## config.mk

```make
export PLATFORM = sky130hd
export DESIGN_NAME = mem_stage
export DESIGN_NICKNAME = d
export VERILOG_FILES = /design/src/rtl/pipe_pkg.sv /design/src/rtl/mem_load_align.sv /design/src/rtl/mem_stage.sv
export SDC_FILE = /design/constraint.sdc
export NUM_CORES = 1
export LEC_CHECK = 0
export BUFFER_PORTS_ARGS = -buffer_cell sky130_fd_sc_hd__buf_4
export CAP_MARGIN = 10
export CORE_MARGIN = 3
export CORE_UTILIZATION = 48
export CTS_CLUSTER_SIZE = 12
export DETAILED_ROUTE_END_ITERATION = 8
export HOLD_SLACK_MARGIN = 0.02
export PLACE_DENSITY = 0.9
export SYNTH_ARGS = -nofsm -noshare
export SYNTH_HDL_FRONTEND = slang
export SYNTH_SLANG_ARGS = --single-unit
```

## constraint.sdc

```tcl
create_clock -name clk -period 3.8 [get_ports clk]
set_input_delay 0.19 -clock clk [delete_from_list [all_inputs] [get_ports clk]]
set_output_delay 0.19 -clock clk [all_outputs]
set_load 0.05 [all_outputs]
```

## src/rtl/pipe_pkg.sv

```systemverilog
// Shared pipeline constants: bus widths, load_op encoding and EX->MEM field offsets.
package pipe_pkg;

  localparam int EX_MEM_BUS_W = 74;
  localparam int MEM_WB_BUS_W = 70;
  localparam int WB_BUS_W     = 38;

  typedef enum logic [2:0] {
    LOAD_W  = 3'b000,
    LOAD_B  = 3'b001,
    LOAD_BU = 3'b010,
    LOAD_H  = 3'b011,
    LOAD_HU = 3'b100
  } load_op_e;

  // Bit positions inside EX_to_MEM_bus (LSB of each field).
  localparam int EXM_RES_FROM_MEM = 73;
  localparam int EXM_GR_WE        = 72;
  localparam int EXM_DEST_LSB     = 67;
  localparam int EXM_LOAD_OP_LSB  = 64;
  localparam int EXM_ALU_LSB      = 32;
  localparam int EXM_PC_LSB       = 0;

endpackage

```

## src/rtl/mem_load_align.sv

```systemverilog
// Load alignment: byte/halfword lane select from the SRAM word plus sign/zero extension.
module mem_load_align
  import pipe_pkg::*;
(
  input  logic [2:0]  load_op,
  input  logic [1:0]  addr,
  input  logic [31:0] rdata,
  output logic [31:0] load_data
);

  logic [7:0]  byte_sel;
  logic [15:0] half_sel;

  always_comb begin
    byte_sel = rdata[7:0];
    case (addr)
      2'b00: byte_sel = rdata[7:0];
      2'b01: byte_sel = rdata[15:8];
      2'b10: byte_sel = rdata[23:16];
      2'b11: byte_sel = rdata[31:24];
    endcase
    // addr[0] is deliberately ignored for halfwords; no misalignment trap.
    half_sel = addr[1] ? rdata[31:16] : rdata[15:0];

    load_data = rdata;
    case (load_op)
      LOAD_B:  load_data = {{24{byte_sel[7]}}, byte_sel};
      LOAD_BU: load_data = {24'h0, byte_sel};
      LOAD_H:  load_data = {{16{half_sel[15]}}, half_sel};
      LOAD_HU: load_data = {16'h0, half_sel};
      default: load_data = rdata;
    endcase
  end

endmodule

```

## src/rtl/mem_stage.sv

```systemverilog
// Memory-access pipeline stage. Optional forwarding outputs enabled by macro MEM_FWD_EN.
module mem_stage
  import pipe_pkg::*;
(
  input  logic                    clk,
  input  logic                    reset,
  input  logic                    EX_to_MEM_valid,
  input  logic [EX_MEM_BUS_W-1:0] EX_to_MEM_bus,
  output logic                    MEM_allow,
  input  logic                    WB_allow,
  input  logic [31:0]             data_sram_rdata,
  output logic                    MEM_to_WB_valid,
  output logic [MEM_WB_BUS_W-1:0] MEM_to_WB_bus,
  output logic [4:0]              MEM_dest_bus,
  output logic [31:0]             MEM_value_bus,
  output logic                    MEM_load_bus
);

  logic                    mem_valid_q, mem_valid_d;
  logic [EX_MEM_BUS_W-1:0] bus_q, bus_d;
  logic                    mem_go;

  logic        res_from_mem;
  logic        gr_we;
  logic [4:0]  dest;
  logic [2:0]  load_op;
  logic [31:0] alu_result;
  logic [31:0] pc;
  logic [31:0] load_data;
  logic [31:0] final_result;

  // SRAM data arrives the cycle after issue, so the stage never stalls itself.
  assign mem_go          = 1'b1;
  assign MEM_allow       = !mem_valid_q || (mem_go && WB_allow);
  assign MEM_to_WB_valid = mem_valid_q && mem_go;

  always_comb begin
    mem_valid_d = mem_valid_q;
    bus_d       = bus_q;
    if (MEM_allow) mem_valid_d = EX_to_MEM_valid;
    if (EX_to_MEM_valid && MEM_allow) bus_d = EX_to_MEM_bus;
  end

  always_ff @(posedge clk) begin
    if (reset) mem_valid_q <= 1'b0;
    else       mem_valid_q <= mem_valid_d;
  end

  always_ff @(posedge clk) begin
    bus_q <= bus_d;
  end

  assign res_from_mem = bus_q[EXM_RES_FROM_MEM];
  assign gr_we        = bus_q[EXM_GR_WE];
  assign dest         = bus_q[EXM_DEST_LSB    +: 5];
  assign load_op      = bus_q[EXM_LOAD_OP_LSB +: 3];
  assign alu_result   = bus_q[EXM_ALU_LSB     +: 32];
  assign pc           = bus_q[EXM_PC_LSB      +: 32];

  mem_load_align u_align (
    .load_op   (load_op),
    .addr      (alu_result[1:0]),
    .rdata     (data_sram_rdata),
    .load_data (load_data)
  );

  assign final_result  = res_from_mem ? load_data : alu_result;
  assign MEM_to_WB_bus = {gr_we, dest, final_result, pc};
  assign MEM_dest_bus  = (mem_valid_q && gr_we) ? dest : 5'd0;

`ifdef MEM_FWD_EN
  assign MEM_value_bus = final_result;
  assign MEM_load_bus  = mem_valid_q && res_from_mem;
`else
  assign MEM_value_bus = 32'd0;
  assign MEM_load_bus  = 1'b0;
`endif

endmodule

```

# --- After elaboration in Yosys (flattened, before gate mapping) ---
# Cells that the tools add are included.
# W data, S select, Z words.
classes:
  eq_ne: 7
  muxes: 5
  reduce_logical: 5
ops:
  columns: ["op", "n"]
  rows:
  - ["$pmux W32 S4", 1]
  - ["$mux W32", 1]
  - ["$pmux W8 S4", 1]
  - ["$mux W16", 1]
  - ["$eq A3 B2 Y1 const B", 2]
  - ["$mux W5", 1]
  - ["$eq A2 B2 Y1 const B", 2]
  - ["$eq A3 B1 Y1 const B", 1]
  - ["$eq A3 B3 Y1 const B", 1]
  - ["$eq A2 B1 Y1 const B", 1]
  - ["$logic_and A1 B1 Y1", 2]
  - ["$logic_not A2 Y1", 1]
  - ["$logic_not A1 Y1", 1]
  - ["$logic_or A1 B1 Y1", 1]
totals:
  register_bits: 75
  input_bits: 110
  output_inout_bits: 110
  elab_cells: 19

# --- Longest topological paths before layout ---
# Gate-level depths: netlist (run 1).
logic_depth:
  word_depth: 4
  depth_mapped: 7
  ltp_nobuf: 4

# --- Cells and area by module ---
# A second synthesis (run 1) with hierarchy kept.
unflattened:
  cells_unflattened: 291
  area_unflattened_um2: 4259.1
modules_own_cells:
  columns: ["module", "instances", "cells_per_inst", "area_each_um2", "seq_area_each_um2"]
  rows:
  - ["mem_stage", 1, 192, 3375.7, 2242.2]
  - ["mem_load_align", 1, 99, 883.3, 0.0]

# --- Least setup slack after synthesis (run 1) ---
# No wires, ideal clock.
synth_timing:
  path_kind: "register to register"
  from: "register mem_valid_q (netlist: MEM_to_WB_valid)"
  to: "register bus_q[0], enable pin"
  setup_time_ns: 0.440
  arrival_ns: 2.821
  required_time_ns: 3.360
  path_slack_ns: 0.539
  path_stages_with_launch: 3
  path_buffers: 0
  synth_period_minus_slack_ns: 3.261
  cell_sequence: "dfxtp_1 -> nand2b_1 -> and2_1"
synth_via:
  elab_chain_cells: 3
synth_rtl:
  columns: ["element", "line_no", "rtl"]
  rows:
  - ["from (decl)", "mem_stage.sv:19", "logic mem_valid_q, mem_valid_d;"]
  - ["from (signal assigned)", "mem_stage.sv:46", "else mem_valid_q <= mem_valid_d;"]
  - ["$logic_not A1 Y1", "mem_stage.sv:34", "assign MEM_allow = !mem_valid_q || (mem_go && WB_allow);"]
  - ["$logic_or A1 B1 Y1", "mem_stage.sv:34", null]
  - ["via MEM_allow", "mem_stage.sv:9", "output logic MEM_allow,"]
  - ["$logic_and A1 B1 Y1", "mem_stage.sv:41", "if (EX_to_MEM_valid && MEM_allow) bus_d = EX_to_MEM_bus;"]
  - ["to (signal assigned)", "mem_stage.sv:50", "bus_q <= bus_d;"]
  - ["to (decl)", "mem_stage.sv:20", "logic [EX_MEM_BUS_W-1:0] bus_q, bus_d;"]
# The timed path passes the listed nets, and every way through them passes these cells.
# A chain may end at the register's enable or synchronous reset.

# --- Worst setup path in the final report (run 1) ---
layout_timing:
  from: "register bus_q[65]"
  to: "output port MEM_to_WB_bus[50]"
layout_via:
  elab_chain_cells: 3
  word_cells_on_any_way: 6
  classes_between: "4 x eq/ne; 2 x mux"
layout_rtl:
  columns: ["element", "line_no", "rtl"]
  rows:
  - ["$eq A3 B3 Y1 (tied with other cells)", "mem_load_align.sv:26", "case (load_op)"]
  - ["$pmux W32 S4 (*)", "mem_load_align.sv:26", null]
  - ["$mux W32 (*)", "mem_stage.sv:67", "assign final_result = res_from_mem ? load_data : alu_result;"]
  - ["to (decl)", "mem_stage.sv:13", "output logic [MEM_WB_BUS_W-1:0] MEM_to_WB_bus,"]
# Mark *: on every way between the ends. The rest lies on a longest branch, timed or not.

==> results of run 1 <==
worst reg2reg max path, delay by kind of cell, from the launching register on:
family / cells / cell delay, ns
DFF: 1 / 0.38
and+or+nand+nor: 2 / 0.95
metal layers:
layer | vias to the layer above | track usage | wire length, µm
li1 | 1485 | - | -
met1 | 1617 | 0.346 | 4800
met2 | 274 | 0.485 | 6830
met3 | 42 | 0.0899 | 1400
met4 | 0 | 0.134 | 510
met5 | - | 0 | 0
kinds of logic after synthesis:
group                     count (synthesis)  share of synthesized area
buffers and inverters                    88                      0.162
DFF                                      75                      0.571
AOI/OAI and AO/OA                        72                      0.137
and+or+nand+nor                          62                     0.0784
muxes                                     8                     0.0459
xor gates and xnor gates                  2                    0.00447
other                                     1                   0.000956
through the flow:
stage / utilization / hold slack, ns / area [µm²]
floorplan: - / 0.259 / 4040
global placement: 0.632 / 0.345 / 4960
detailed placement: 0.632 / 0.350 / 4960
CTS: 0.750 / 0.0201 / 5890
global route: 0.754 / 0.0238 / 5920
finish: 0.754 / 0.0376 / 5920
power breakdown:
part	switching [W]	leakage, nW	total [W]	internal (W)
clock	0.000313	0.106	0.000681	0.000368
sequential	0.0000330	0.724	0.00100	0.000968
combinational	0.000470	1.69	0.000732	0.000262
path summary, 6_finish.rpt:
path / cells after the start / endpoint / start
setup reg to reg: 2 / bus_q[60]$_DFFE_PP_ / MEM_to_WB_valid$_SDFFE_PP0N_
setup / recovery: 5 / MEM_to_WB_bus[50] / bus_q[65]$_DFFE_PP_
hold reg to reg: 2 / MEM_to_WB_valid$_SDFFE_PP0N_ / MEM_to_WB_valid$_SDFFE_PP0N_
hold / removal: 1 / bus_q[33]$_DFFE_PP_ / EX_to_MEM_bus[33]
area by class of cell:
class / count / share of cell area
Clock inverter: 6 / 0.0152
Inverter: 3 / 0.00190
Multi-Input combinational cell: 177 / 0.198
Sequential cell: 75 / 0.379
Clock buffer: 9 / 0.0209
Timing Repair Buffer: 262 / 0.364
Tap cell: 102 / 0.0216
state kept, by name, summed over array words and instances, names as in the netlist:
register	flops
bus_q	74
MEM_to_WB_valid	1
cell usage in the layout (no fill, tap or decap), types with 2 or more instances in the layout:
cell and instances:
a211oi_2 2, inv_1 3, edfxtp_1 74, a21boi_0 9
mux4_2 8, o21ai_0 9, clkbuf_8 9, nor2_1 17
a221o_1 6, bufinv_16 2, xor2_1 2, a22oi_1 7
a21oi_1 18, dlygate4sd3_1 74, nand2b_1 2, nand2_1 27
conb_1 33, and3_1 6, buf_4 188, a32o_1 6
o32a_1 8, nand3b_1 2
==> metrics.cfg, run 1 <==
[clocking]
root_buffer=clkbuf_8
clkSlewWorstSetupHoldPaths_ns=0.08
clock-sinks=75
clockBufferDepth=2
htree_levels=3
cts_hold_buffers=71
cts_buffers=9
cts_tree=built
cts_setup_buffers=0
clk_latency_ns=0.35
cts_resized=0

[setup_path]
cp_num_buf_inv=1
cp_data_arrival_time_ns=2.81
path_delay_family=XOR/XNOR gates
path_max_fanout=16
critPathSlowestCell=xor2_1
cp_cell_sequence=nor2_4 -> xor2_1 -> nand2_1 -> a21oi_1 -> buf_4
critPathMaxStageDelay_ns=0.84
setup.worst_path.class=reg -> out
endpoint_kind=primary output
worstPathRequired_ns=3.61
start_kind=flop
r2r_slack_ns=2.07

[yosys]
yosys.area.top_type=edfxtp_1
async_reset_ff_frac=0
synth_area_leaders=edfxtp_1, buf_4, mux4_2
synth_cell_types=38
synth_top_area_frac=0.566
synth-edff-count=74
yosys_warnings=0
synthFlopType=edfxtp_1
syn_inst=308
synth_most_common_cell=edfxtp_1
syn_avg_cell_area_um2=12.7
netlist_top_cells_count=edfxtp_1, buf_4, nand2_1, a21oi_1, nor2_1
seq_area_frac_synth=0.571
ys_seq_elements=75
synth_area_mm2=0.00392

[sta]
period_share=0.788
slew_violations=0
hold_viol=0
worst_slew_pin_slew_ns=1.03
rsz0062_at_grt=no
relSlewSlack=0.313
timing.fmax_mhz=334
setup_ws_ns=0.804
skew_ns=0.00597
finalSetupViolCount=0
layout_min_cycle_time_ns=3.00
tns_ns=0

[cells_and_area]
layout.nets=638
antenna_cells=0
instances_no_fill=634
drive_gt1_frac=0.410
fillers=488
multi_input_area_mm2=0.00117
regArea_mm2=0.00224
syn2layout_area_growth_pct=50.8

[floorplanning]
initial_core_util=0.500
boundaryPins=220
die_area_mm2=0.00929
placementRows=32
die_w_um=96.4
core_mm2=0.00785
die_y_um=96.4

[routing]
avgRoutedWirePerCell_um=21.4
drtIter0Drc=187
vias=3418
ant_nets=0
via_per_inst=5.39
drc_errors=0
drt_pass1_iterations=5
wl_um=13500

[pwr]
max-vdd-ir-drop_v=0.000316
powerDensity_mw_per_mm2=408
p_leak_nw=2.52
p_total_w=0.00241

[grt]
grt_pass1_wl_um=19400
grt_pass1_vias=3480
antenna_found_initial=0
grt_max_degree=75
gr-total-overflow=0
grtUsageTotal=0.291

[place]
pre_cts_ws_ns=1.28
dpl.hpwl_um=8410
gp_congestion=0.862
port_buffers=186
dp_cells=545

[run]
cap_violations=0

[worst_hold_path]
hold_class=in -> reg

[status]
status=complete, no violations

(Power assumes the default switching activity.)
==> run 2: changes to the inputs <==
--- a/config.mk
+++ b/config.mk
@@ -8,11 +8,11 @@
 export BUFFER_PORTS_ARGS = -buffer_cell sky130_fd_sc_hd__buf_4
 export CAP_MARGIN = 10
 export CORE_MARGIN = 3
-export CORE_UTILIZATION = 48
+export CORE_UTILIZATION = 45
 export CTS_CLUSTER_SIZE = 12
 export DETAILED_ROUTE_END_ITERATION = 8
 export HOLD_SLACK_MARGIN = 0.02
-export PLACE_DENSITY = 0.9
+export PLACE_DENSITY = 0.85
 export SYNTH_ARGS = -nofsm -noshare
 export SYNTH_HDL_FRONTEND = slang
 export SYNTH_SLANG_ARGS = --single-unit
==> constraint.sdc (replaced) <==
create_clock -name clk -period 2.8 [get_ports clk]
set_input_delay 0.14 -clock clk [delete_from_list [all_inputs] [get_ports clk]]
set_output_delay 0.14 -clock clk [all_outputs]
set_load 0.05 [all_outputs]
==> run 2 against run 1 <==
Effect of this change: via count is 3.0% lower; clock-buffer cell count increased by 1; wire length down 9.2%; core utilization fell by 4.3 points; global-route usage shrank 4.6 points; combinational power is 35% higher; hold slack better by 0.020 ns.
==> metrics.cfg, run 2 (synthesis gave the netlist of run 1 again) <==
[status]
status=complete, no violations

[sta]
rsz0062_at_grt=no
worst_slew_pin_slew_ns=0.948
holdWs_ns=0.0578
finalSetupViolCount=0
layout_min_cycle_time_ns=2.54
relSlewSlack=0.368
setup_ws_ns=0.262
period_share=0.906
skew_ns=0.0140
hold_viol=0
slew_violations=0
tns_ns=0
timing.fmax_mhz=394

[worst_hold_path]
hold-path-endpoint=MEM_to_WB_valid$_SDFFE_PP0N_
hold_class=in -> reg
hold_start=EX_to_MEM_valid
hold-path-cell-count=3

[grt]
grt_max_degree=75
grt_pass1_wl_um=18300
gr-total-overflow=0
antenna_found_initial=0
grt_pass1_vias=3447
grtUsageTotal=0.245

[pwr]
p_leak_nw=2.53
powerDensity_mw_per_mm2=534
max-vdd-ir-drop_v=0.000364

[place]
port_buffers=186
dp_cells=551
dpl.hpwl_um=8220
pre_cts_ws_ns=0.620
gp_congestion=0.825

[floorplanning]
core_mm2=0.00834
die_w_um=99.4
placementRows=33
die_area_mm2=0.00988
initial_core_util=0.470
boundaryPins=220
die_y_um=99.4

[routing]
wl_um=12300
drt_pass1_iterations=5
via_per_inst=5.16
drc_errors=0
vias=3315
avgRoutedWirePerCell_um=19.2
drtIter0Drc=198
ant_nets=0

[clocking]
clk_latency_ns=0.34
cts_resized=0
clockBufferDepth=2
cts_tree=built
clkSlewWorstSetupHoldPaths_ns=0.08
cts_buffers=9
clock-sinks=75
htree_levels=3
root_buffer=clkbuf_8

[cells_and_area]
largest_reg_flops=74
antenna_cells=0
instances_no_fill=642
final_common_cell=buf_4
mostFrequentLayoutCells=buf_4, dlygate4sd3_1, edfxtp_1
drive_gt1_frac=0.412
layout.nets=642
syn2layout_area_growth_pct=51.1
top_register=bus_q

[setup_path]
reg2reg_depth=2
r2r_slack_ns=1.09
r2r_start=MEM_to_WB_valid$_SDFFE_PP0N_
rr_endpoint=bus_q[53]$_DFFE_PP_
path_max_fanout=17
start_kind=flop
worstPathRequired_ns=2.66
endpoint_kind=primary output
cp_data_arrival_time_ns=2.40
setup.worst_path.class=reg -> out

[run]
cap_violations=0

run 2: changes by cell type in the layout (fill, tap and decap cells not counted), sizes merged:
| cell | previous run | this run |
|---|---|---|
| buf | 188 | 191 |
| bufinv | 2 | 1 |
| clkbuf | 9 | 10 |
| clkinv | 2 | 3 |
| dlygate4sd3 | 74 | 75 |
run 2: through the flow:
| stage | util | area, µm² | total power, W |
|---|---|---|---|
| 6_report | 0.711 | 5930 | 0.00317 |
| 5_1_grt | 0.711 | 5930 | 0.00327 |
| 4_1_cts | 0.711 | 5930 | 0.00316 |
| 3_5_place_dp | 0.598 | 4990 | 0.00227 |
| 3_3_place_gp | 0.598 | 4990 | 0.00226 |
| 2_1_floorplan | - | 4050 | 0.00203 |
run 2: metal layers:
layer,track usage,part of all wire
met1,0.280,0.36
met2,0.427,0.51
met3,0.0771,0.094
met4,0.0966,0.030
met5,0,0
run 2: worst max path at each step:
stage	start	to	slack, ns	cells after the start
detailed placement	bus_q[66]$_DFFE_PP_	MEM_to_WB_bus[39]	0.62	5
global route	bus_q[32]$_DFFE_PP_	MEM_to_WB_bus[52]	0.12	5
CTS	bus_q[66]$_DFFE_PP_	MEM_to_WB_bus[39]	0.24	5
global placement	bus_q[66]$_DFFE_PP_	MEM_to_WB_bus[39]	0.66	5
finish	bus_q[66]$_DFFE_PP_	MEM_to_WB_bus[39]	0.26	5
floorplan	MEM_to_WB_valid$_SDFFE_PP0N_	bus_q[0]$_DFFE_PP_	0.32	2
run 2: layout make-up:
type                            instances  area (µm²)
Tap cell                              105         131
Inverter                                3        11.3
Sequential cell                        75        2240
Timing Repair Buffer                  266        2180
Multi-Input combinational cell        177        1170
Fill cell                             530        2410
Clock inverter                          6        65.1
Clock buffer                           10         128
run 2: critical path, stage by stage (launching register included):
cell	delay, ns
edfxtp_1	0.63
or3b_4	0.45
a211oi_2	0.51
a222oi_1	0.17
nand2_1	0.11
buf_4	0.19
run 2: what timing repair did:
action	4_1_cts	5_1_grt
hold buffers	75	0
buffers inserted	0	0
endpoints found under the hold margin	75	0
run 2: power by group:
| group | internal (W) | switching, W |
|---|---|---|
| logic | 0.000360 | 0.000631 |
| registers | 0.00131 | 0.0000377 |
| clock network | 0.000414 | 0.000413 |
| total | 0.00209 | 0.00108 |
